<file path="config.mk">
export PLATFORM = sky130hd
export DESIGN_NAME = tlb_op_ctrl
export DESIGN_NICKNAME = d
export VERILOG_FILES = /design/src/rtl/tlb_op_ctrl.sv
export SDC_FILE = /design/constraint.sdc
export NUM_CORES = 1
export LEC_CHECK = 0
export BUFFER_PORTS_ARGS = -buffer_cell sky130_fd_sc_hd__buf_2
export CORE_ASPECT_RATIO = 1.4
export CORE_MARGIN = 5
export CORE_UTILIZATION = 48
export DETAILED_ROUTE_END_ITERATION = 7
export GPL_TIMING_DRIVEN = 0
export PLACE_DENSITY = 0.8
export SKIP_LAST_GASP = 1
export SLEW_MARGIN = 20
export SYNTH_ARGS = -nofsm -noshare
export SYNTH_HDL_FRONTEND = slang
export SYNTH_SLANG_ARGS = --single-unit
</file>
<file path="constraint.sdc">
create_clock -name clk -period 1.79 [get_ports clk]
set_input_delay 0.179 -clock clk [delete_from_list [all_inputs] [get_ports clk]]
set_output_delay 0.179 -clock clk [all_outputs]
set_load 0.005 [all_outputs]
</file>
<file path="src/rtl/tlb_op_ctrl.sv">
// Sequencer for LoongArch32 TLB maintenance ops (TLBSRCH/TLBRD/TLBWR/TLBFILL/INVTLB).
// Optional build macro TLB_OP_PERF_CNT_EN adds inv_cnt/op_cnt performance counters.
module tlb_op_ctrl #(
  parameter int unsigned TLBNUM = 16,
  parameter int unsigned IDX_W  = 4
) (
  input  logic             clk,
  input  logic             rst_n,
  input  logic             op_vld,
  output logic             op_ready,
  input  logic [2:0]       op_code,
  input  logic [4:0]       inv_op,
  input  logic [9:0]       inv_asid,
  input  logic [18:0]      inv_va,
  input  logic [IDX_W-1:0] csr_index,
  input  logic             srch_hit,
  input  logic [IDX_W-1:0] srch_idx,
  output logic [IDX_W-1:0] tlb_rd_idx,
  input  logic             tlb_rd_e,
  input  logic             tlb_rd_g,
  input  logic [9:0]       tlb_rd_asid,
  input  logic [18:0]      tlb_rd_vppn,
  output logic             tlb_we,
  output logic [IDX_W-1:0] tlb_wr_idx,
  output logic             tlb_inv_en,
  output logic [IDX_W-1:0] tlb_inv_idx,
  output logic             TLBRD_en,
  output logic [18:0]      TLB_VPN_RD,
  output logic             tlbidx_we,
  output logic             tlbidx_ne,
  output logic [IDX_W-1:0] tlbidx_index,
  output logic             op_done,
  output logic             op_ine
`ifdef TLB_OP_PERF_CNT_EN
  ,
  output logic [31:0]      inv_cnt,
  output logic [31:0]      op_cnt
`endif
);

  typedef enum logic [2:0] {
    S_IDLE,
    S_SRCH,
    S_RD,
    S_WR,
    S_INV,
    S_DONE
  } state_t;

  localparam logic [IDX_W-1:0] LAST_IDX = IDX_W'(TLBNUM - 1);

  state_t           state;
  logic [IDX_W-1:0] fill_cnt;
  logic [IDX_W-1:0] walk_idx;
  logic [IDX_W-1:0] csr_idx_q;
  logic [IDX_W-1:0] wr_idx_q;
  logic [4:0]       inv_op_q;
  logic [9:0]       inv_asid_q;
  logic [18:0]      inv_va_q;
  logic             ine_q;

  logic             illegal_op;
  logic             inv_match;
  logic             asid_eq;
  logic             va_eq;

  assign illegal_op = (op_code > 3'd4) || ((op_code == 3'd4) && (inv_op > 5'd6));

  always_ff @(posedge clk or negedge rst_n) begin
    if (!rst_n) begin
      state      <= S_IDLE;
      fill_cnt   <= '0;
      walk_idx   <= '0;
      csr_idx_q  <= '0;
      wr_idx_q   <= '0;
      inv_op_q   <= '0;
      inv_asid_q <= '0;
      inv_va_q   <= '0;
      ine_q      <= 1'b0;
    end else begin
      fill_cnt <= (fill_cnt == LAST_IDX) ? '0 : fill_cnt + 1'b1;
      case (state)
        S_IDLE: begin
          if (op_vld) begin
            csr_idx_q  <= csr_index;
            inv_op_q   <= inv_op;
            inv_asid_q <= inv_asid;
            inv_va_q   <= inv_va;
            walk_idx   <= '0;
            wr_idx_q   <= (op_code == 3'd2) ? csr_index : fill_cnt;
            ine_q      <= illegal_op;
            if (illegal_op) begin
              state <= S_DONE;
            end else begin
              case (op_code)
                3'd0:    state <= S_SRCH;
                3'd1:    state <= S_RD;
                3'd2,
                3'd3:    state <= S_WR;
                default: state <= S_INV;
              endcase
            end
          end
        end
        S_SRCH, S_RD, S_WR: state <= S_DONE;
        S_INV: begin
          if (walk_idx == LAST_IDX) begin
            state <= S_DONE;
          end else begin
            walk_idx <= walk_idx + 1'b1;
          end
        end
        S_DONE: begin
          state <= S_IDLE;
          ine_q <= 1'b0;
        end
        default: state <= S_IDLE;
      endcase
    end
  end

  assign asid_eq = (tlb_rd_asid == inv_asid_q);
  assign va_eq   = (tlb_rd_vppn == inv_va_q);

  always_comb begin
    inv_match = 1'b0;
    case (inv_op_q)
      5'd0, 5'd1: inv_match = 1'b1;
      5'd2:       inv_match = tlb_rd_g;
      5'd3:       inv_match = ~tlb_rd_g;
      5'd4:       inv_match = ~tlb_rd_g & asid_eq;
      5'd5:       inv_match = ~tlb_rd_g & asid_eq & va_eq;
      5'd6:       inv_match = (tlb_rd_g | asid_eq) & va_eq;
      default:    inv_match = 1'b0;
    endcase
  end

  // Outputs decode the registered state; the search and array-read results arrive
  // combinationally in the same cycle, so the data-dependent strobes cannot be flopped.
  always_comb begin
    op_ready     = 1'b0;
    tlb_rd_idx   = '0;
    tlb_we       = 1'b0;
    tlb_wr_idx   = '0;
    tlb_inv_en   = 1'b0;
    tlb_inv_idx  = '0;
    TLBRD_en     = 1'b0;
    TLB_VPN_RD   = '0;
    tlbidx_we    = 1'b0;
    tlbidx_ne    = 1'b0;
    tlbidx_index = '0;
    op_done      = 1'b0;
    op_ine       = 1'b0;
    case (state)
      S_IDLE: op_ready = 1'b1;
      S_SRCH: begin
        tlbidx_we    = 1'b1;
        tlbidx_ne    = ~srch_hit;
        tlbidx_index = srch_hit ? srch_idx : csr_idx_q;
      end
      S_RD: begin
        tlb_rd_idx   = csr_idx_q;
        tlbidx_we    = 1'b1;
        tlbidx_ne    = ~tlb_rd_e;
        tlbidx_index = csr_idx_q;
        TLBRD_en     = tlb_rd_e;
        TLB_VPN_RD   = tlb_rd_vppn;
      end
      S_WR: begin
        tlb_we     = 1'b1;
        tlb_wr_idx = wr_idx_q;
      end
      S_INV: begin
        tlb_rd_idx  = walk_idx;
        tlb_inv_idx = walk_idx;
        tlb_inv_en  = inv_match;
      end
      S_DONE: begin
        op_done = 1'b1;
        op_ine  = ine_q;
      end
      default: ;
    endcase
  end

`ifdef TLB_OP_PERF_CNT_EN
  always_ff @(posedge clk or negedge rst_n) begin
    if (!rst_n) begin
      inv_cnt <= '0;
      op_cnt  <= '0;
    end else begin
      inv_cnt <= inv_cnt + {31'd0, tlb_inv_en};
      op_cnt  <= op_cnt + {31'd0, op_done};
    end
  end
`endif

endmodule

</file>
* Word-level counts from Yosys, hierarchy flattened
Cells that the tools add are included.
Widths: inputs -> output; s select.
** Storage, ports and cells
- Logic and storage cells :: 84
- Flip-flop bits (word level) :: 54
- Bits of input ports :: 80
- Output and inout bits :: 43
** Operators by class
- Reductions and logical operators :: 15
- Bitwise logic cells :: 7
- Mux-type cells :: 27
- $add $sub $neg :: 2
- Equal/unequal tests :: 22
- $lt $le $gt $ge :: 2
** Operator list (count)
- $mux 4 :: 7
- $pmux 4 s2 :: 3
- $eq 19x19->1 :: 1
- $mux 19 :: 1
- $pmux 3 s3 :: 2
- $eq 5x3->1 const B :: 3
- $eq 3x2->1 const B :: 4
- $eq 10x10->1 :: 1
- $eq 5x2->1 const B :: 2
- $eq 3x3->1 const B :: 3
- $mux 3 :: 3
- $add 4x1->4 const B :: 2
- $eq 4x4->1 const B :: 2
- $mux 1 :: 8
- $eq 3x1->1 const B :: 2
- $logic_not 3->1 :: 2
- $ne 2x2->1 const B :: 3
- $pmux 1 s6 :: 1
- $reduce_and 2->1 :: 3
- $reduce_or 2->1 :: 3
- $eq 5x1->1 const B :: 1
- $gt 5x3->1 const B :: 1
- $logic_not 5->1 :: 1
- $pmux 1 s2 :: 2
- 9 further kinds :: 14

* Depth between registers and ports, before layout
Gate-level depths: netlist of the first run.
- Word-level depth :: 6
- Gate-level depth with buffers :: 7
- Mapped depth without buffers :: 6

* Least setup slack after synthesis of the first run
OpenSTA, ideal clock, no wires.
- Kind :: reg-to-output
- From :: register inv_asid_q[8]
- To :: output tlb_inv_en
- Buffers on the path :: 0
- Slack :: 175 ps
- Data arrival time :: 1436 ps
- Required time :: 1611 ps
- Cell stages (with the launch flop) :: 6
- Cells stage by stage :: dfrtp_1 xor2_1 or4_4 nor3_2 a32oi_1 o21ai_1
** On the way
- Cells in the longest elaborated chain, start to end :: 5
- Elaborated cells on any way between the ends :: 7
- Those cells by class :: eq/ne: 1; mux: 2; bitwise: 4
** RTL lines
- from (decl) :: RTL line 58 : logic [9:0] inv_asid_q;
- from (signal assigned) :: RTL line 87 : inv_asid_q <= inv_asid;
- $eq 10x10->1 * :: RTL line 122 : assign asid_eq = (tlb_rd_asid == inv_asid_q);
- $or 1x1->1 / $and 1x1->1 (equally long branches) :: RTL line 133, 131, 132
- $and 1x1->1, on equally long branches :: RTL line 133, 132
- $pmux 1 s6 * :: RTL line 127 : case (inv_op_q)
- $mux 1 * :: RTL line 154 : case (state)
- to (decl) :: RTL line 25 : output logic tlb_inv_en,
Every way passes the cells marked *; elsewhere a longest branch is shown, timed or not.

* Worst setup path after layout of the first run
Ends and elaborated chain as after synthesis.

==> impl_metrics.toml, run 1 <==
[run]
drv_cap = 0

[detailed_routing]
via_per_inst = 5.18
postRouteAntennaNets = 0
drt_iter0_markers = 150
drt_pass1_iterations = 6
drcViolationCount = 0
num_vias = 2923
wl_per_cell_um = 16.0
drt-total-wl_um = 9000

[floorplan]
die_w_um = 76.3
ioPinCount = 123
dieArea_sq_um = 7850
row_count = 33
die_h_um = 103
start_util_pct = 49.7
core_region_area_sq_um = 5950

[setup_path]
r2r_setup_slack_ns = 0.06
path_delay_family = "simple AND/OR/NAND/NOR gates"
worstPathRequired_ns = 1.61
critical_path.startpoint = "inv_asid_q[8]"
cp.arrival_ns = 1.89
endpoint = "tlb_inv_en"
crit_buf_inv = 1
worstRegToRegCells = 8
crit_path_start_kind = "register"
r2r-end = "inv_va_q[14]"
critPathMaxStageDelay_ns = 0.52
cp.depth = 6
path_cells = "xor2_1 > or4_4 > nor3_4 > a32oi_1 > o21ai_1 > buf_2"
crit_type = "reg -> out"
crit_slowest_cell = "or4_4"
r2r-start = "state[0]"
crit_fanout = 2
cp-end-kind = "output pin"

[sta]
report.final.slew_viol_count = 0
setup_viol = 24
hold_violations = 0
setup_tns_ns = -1.34
post-route-min-period_ns = 2.07
rsz0062_at_grt = "yes"
fmax_mhz = 483
max-slew-margin-rel_pct = 51.1
setup_slack_ns = -0.280
fin_crit_sh_pct = 116
tightest_slew_ns = 0.728
fin_skew_ns = 0.0124

[grt]
grt_pass1_wl_um = 12800
grt_max_degree = 55
grt_pass1_vias = 2927
overflow = 0
antenna_found_initial = 0
track_usage_pct = 19.9

[synthesis]
ys_types = 39
synthArstFlopShare_pct = 100
synth-seq-area-share_pct = 45.7
synth_cells = 348
postSynthAreaPerCell_sq_um = 8.49
yosys_most_used_dff = "dfrtp_1"
synth-edff-count = 0
synth_warnings = 0
synth_seq_cells = 54
syn_area_sq_um = 2960
syn_nets = 430

[power_and_ir_drop]
pwr_density_cell_nw_per_um2 = 1260
power.leakage_nw = 2.23
ir_worst_vdd_mv = 0.681

[clock_network]
htreeDepth = 2
insertion_delay_ns = 0.31
root_buffer = "clkbuf_8"
numCtsBuffers = 5
cts.clk_slew.worst_paths_ns = 0.10
cts_tree = "built"
clockBufferDepth = 2
cts.sinks = 54

[worst_hold_path]
hp-class = "in -> reg"

[placed_design]
gp_congestion = 0.807
post-place-ws_ns = -0.0511
dpl-instance-area_sq_um = 3650
port_buffers = 121
dp_hpwl_um = 6240

[final_layout]
final_cell_area_sq_um = 4130
postLayoutCoreUtil_pct = 69.4
layout-drive-gt1-share_pct = 38.3
layout.nets = 575
syn2layout_area_growth_pct = 39.6
antenna_cells = 0

[status]
violations = "setup timing"
outcome = "finished with violations"
-- per-stage QoR --
step | power (mW) | instances | hold WS, ns
3_3_place_gp | 3.99 | 539 | 0.369
2_1_floorplan | 3.45 | 348 | -0.117
6_report | 5.21 | 564 | 0.0531
3_5_place_dp | 4.11 | 539 | 0.262
4_1_cts | 5.08 | 557 | 0.0493
5_1_grt | 5.58 | 564 | 0.0516
-- area by class of cell --
type	count	area (sq um)
Fill cell	496	1820
Multi-Input combinational cell	276	1590
Sequential cell	54	1350
Timing Repair Buffer	139	886
Clock buffer	7	96.3
Buffer	14	88.8
Tap cell	70	87.6
Inverter	3	11.3
Clock inverter	1	8.76
-- per-layer routing --
layer / track usage, % / vias up / wire length (um)
li1: - / 1412 / -
met1: 21.1 / 1388 / 3200
met2: 38.6 / 100 / 5080
met3: 3.76 / 23 / 440
met4: 7.94 / 0 / 284
met5: 0 / - / 0
-- logic make-up after synthesis --
kind of cell / after synthesis / share of synthesized area, %
AOI/OAI and AO/OA: 31 / 6.44
xor gates and xnor gates: 33 / 9.78
adders and majority gates: 2 / 0.847
buffers and inverters: 18 / 2.67
DFF: 54 / 45.7
muxes: 8 / 2.75
and+or+nand+nor: 202 / 31.8
-- flip-flops by register name (all words and copies together), names as in the netlist --
register    count
csr_idx_q       4
fill_cnt        4
ine_q           1
inv_asid_q     10
inv_op_q        5
inv_va_q       19
state           3
walk_idx        4
wr_idx_q        4
-- power by group --
group	internal, mW	switching (mW)	total (mW)
clock network	0.356	0.414	0.770
registers	1.74	0.429	2.17
logic	1.13	1.14	2.27
-- worst register-to-register path, stage by stage, from the launching register on --
cell and delay (ns):
dfrtp_1 0.45, buf_8 0.16, buf_4 0.13, nor3_4 0.21
nand2_1 0.12, buf_2 0.19, buf_2 0.21, nand2_1 0.10
nand2_1 0.05
-- synthesized netlist by cell type, types with 6 or more instances --
master / n / area share (%)
mux2i_1: 7 / 2.4
and2_1: 31 / 6.6
o21ai_0: 7 / 1.2
buf_2: 8 / 1.4
xor2_1: 9 / 2.7
xnor2_1: 24 / 7.1
a21oi_1: 9 / 1.5
dfrtp_1: 54 / 46
clkbuf_1: 6 / 0.76
nand2_1: 125 / 16
nor2_1: 18 / 2.3
-- worst min-delay path by stage --
stage	slack, ns	to	start	cells past startpoint
6_report	0.05	inv_asid_q[9]	inv_asid[9]	3
5_1_grt	0.05	inv_va_q[7]	inv_va[7]	3
3_3_place_gp	0.37	inv_asid_q[5]	inv_asid[5]	3
3_5_place_dp	0.26	inv_asid_q[4]	rst_n	1
4_1_cts	0.05	inv_asid_q[8]	inv_asid[8]	3
2_1_floorplan	-0.12	csr_idx_q[0]	rst_n	0
-- cells in the final DEF (no fill, tap or decap), drive strengths merged, types with 3 or more instances in the layout --
cell type    n
xor2         9
a31oi        3
inv          3
a21oi        9
nor2        18
and2        31
nor3         6
nand4        5
a21o         4
buf        146
nand3        5
clkbuf      13
dfrtp       54
mux2i        7
o21ai        8
nand2      125
xnor2       24
-- what timing repair did --
item                       CTS  global route
hold buffers                 1             0
hold endpoints to repair    54             0
pin swaps                    3            22
gates cloned                 0             2
setup endpoints to repair   29            70
gates resized for setup     17            52
setup buffers                9             8
Power figures use the tool's default switching activity.
==> run 2: changes to the inputs <==
--- a/config.mk
+++ b/config.mk
@@ -12,6 +12,7 @@
 export DETAILED_ROUTE_END_ITERATION = 7
 export GPL_TIMING_DRIVEN = 0
 export PLACE_DENSITY = 0.8
+export RECOVER_POWER = 25
 export SKIP_LAST_GASP = 1
 export SLEW_MARGIN = 20
 export SYNTH_ARGS = -nofsm -noshare
==> run 2 against run 1 <==
  * The run still ends with setup timing left
  * Flip-flop and latch count did not move
  * Non-clock buffer count did not move
  * Combinational power barely moved
  * Count of clock-buffer cells in the layout did not move
  * Clock skew rose by 0.0025 ns
  * Total power barely moved
  * Utilization barely moved
  * Largest cell class unchanged
==> impl_metrics.toml, run 2 (synthesis gave the netlist of run 1 again) <==
[sta]
post-route-min-period_ns = 2.06
setup_viol = 24
setup_tns_ns = -1.24
holdWs_ns = 0.0544
report.final.slew_viol_count = 0
hold_violations = 0
max-slew-margin-rel_pct = 18.8
tightest_slew_ns = 1.22
setup_slack_ns = -0.274
fin_crit_sh_pct = 115
fmax_mhz = 484
fin_skew_ns = 0.0148
rsz0062_at_grt = "yes"

[detailed_routing]
drt-total-wl_um = 9010
postRouteAntennaNets = 0
via_per_inst = 5.22
drcViolationCount = 0
num_vias = 2944
drt_iter0_markers = 172
drt_pass1_iterations = 6
wl_per_cell_um = 16.0

[floorplan]
die_w_um = 76.3
start_util_pct = 49.7
row_count = 33
core_region_area_sq_um = 5950
die_h_um = 103
dieArea_sq_um = 7850
ioPinCount = 123

[final_layout]
biggestRegsByFlops = "inv_va_q x19, inv_asid_q x10, inv_op_q x5"
syn2layout_area_growth_pct = 39.5
layout_commonest_cell = "nand2_1"
fillCellCount = 496
postLayoutCoreUtil_pct = 69.4
layout.nets = 575
regMostFlops = "inv_va_q"
mostFrequentLayoutCells = "125 x nand2_1, 111 x buf_2, 52 x dfrtp_1"
layout-drive-gt1-share_pct = 38.3
final_cells = 564
antenna_cells = 0
largest_reg_flops = 19
final_cell_area_sq_um = 4120

[setup_path]
crit_type = "reg -> out"
crit_fanout = 2
crit_slowest_cell = "or4_4"
crit_path_start_kind = "register"
path_cells = "xor2_1 > or4_4 > nor3_4 > a32oi_1 > o21ai_1 > buf_2"
critPathMaxStageDelay_ns = 0.52
worstPathRequired_ns = 1.61
cp-end-kind = "output pin"
cp.arrival_ns = 1.89
crit_buf_inv = 1
path_delay_family = "simple AND/OR/NAND/NOR gates"

[clock_network]
root_buffer = "clkbuf_8"
cts.sinks = 54
numCtsBuffers = 5
cts_tree = "built"
insertion_delay_ns = 0.31
cts.clk_slew.worst_paths_ns = 0.10
clockBufferDepth = 2
htreeDepth = 2

[grt]
grt_pass1_wl_um = 12800
antenna_found_initial = 0
track_usage_pct = 19.9
overflow = 0
grt_max_degree = 55
grt_pass1_vias = 2927

[worst_hold_path]
hp-class = "in -> reg"

[power_and_ir_drop]
pwr_density_cell_nw_per_um2 = 1260
power.leakage_nw = 2.23
ir_worst_vdd_mv = 0.673

[placed_design]
dpl-instance-area_sq_um = 3650
dp_hpwl_um = 6240
gp_congestion = 0.807
port_buffers = 121
placed_cells = 539

[status]
violations = "setup timing"
outcome = "finished with violations"

[run]
drv_cap = 0
[run 2: cell counts in the layout (fill, tap and decap cells not counted)]
Identical to the previous run, type by type.
[run 2: path summary, 6_finish.rpt]
kind	start	end	slack (ns)	cells after the start
min in group asynchronous	rst_n	inv_asid_q[9]	0.68	2
setup reg to reg	state[0]	inv_asid_q[1]	0.05	8
setup / recovery	inv_asid_q[8]	tlb_inv_en	-0.27	6
hold / removal	inv_asid[9]	inv_asid_q[9]	0.05	3
max in group asynchronous	rst_n	state[1]	0.29	2
hold reg to reg	wr_idx_q[0]	wr_idx_q[0]	0.49	2
[run 2: cell type report]
type                            instances  area, sq um  area share, %
Inverter                                3         11.3          0.273
Sequential cell                        54         1350           32.8
Clock buffer                            7         96.3           2.34
Clock inverter                          1         8.76          0.212
Buffer                                 14         88.8           2.15
Multi-Input combinational cell        276         1590           38.7
Timing Repair Buffer                  139          883           21.4
Tap cell                               70         87.6           2.12
[run 2: worst min-delay path, delay by kind of cell]
family / cells / cell delay (ns)
buf+inv: 1 / 0.07
simple gates: 2 / 0.08
[run 2: what timing repair did]
action,4_1_cts,5_1_grt
endpoints found under the setup margin,29,70
resized for setup,17,52
gates cloned,0,2
setup buffers,9,8
hold endpoints to repair,54,0
hold buffers,1,0
pin swaps,3,22
[run 2: metal layers]
metal	vias to the layer above	wire (um)	track usage [%]
met5	-	0	0
met4	0	284	7.94
met3	24	556	3.76
met2	125	5080	38.6
met1	1379	3090	21.1
li1	1416	-	-
[run 2: stage by stage]
stage                     power, mW  setup WS (ns)
final                          5.21         -0.274
after global routing           5.58         -0.354
after CTS                      5.08         -0.312
after detailed placement       4.11        -0.0511
after global placement         3.99        -0.0452
after floorplan                3.45          0.175
[run 2: where the power goes]
group | switching (mW) | internal, mW | leakage, nW
combinational | 1.15 | 1.13 | 1.50
clock | 0.406 | 0.355 | 0.0544
sequential | 0.431 | 1.74 | 0.676
total | 1.99 | 3.22 | 2.23
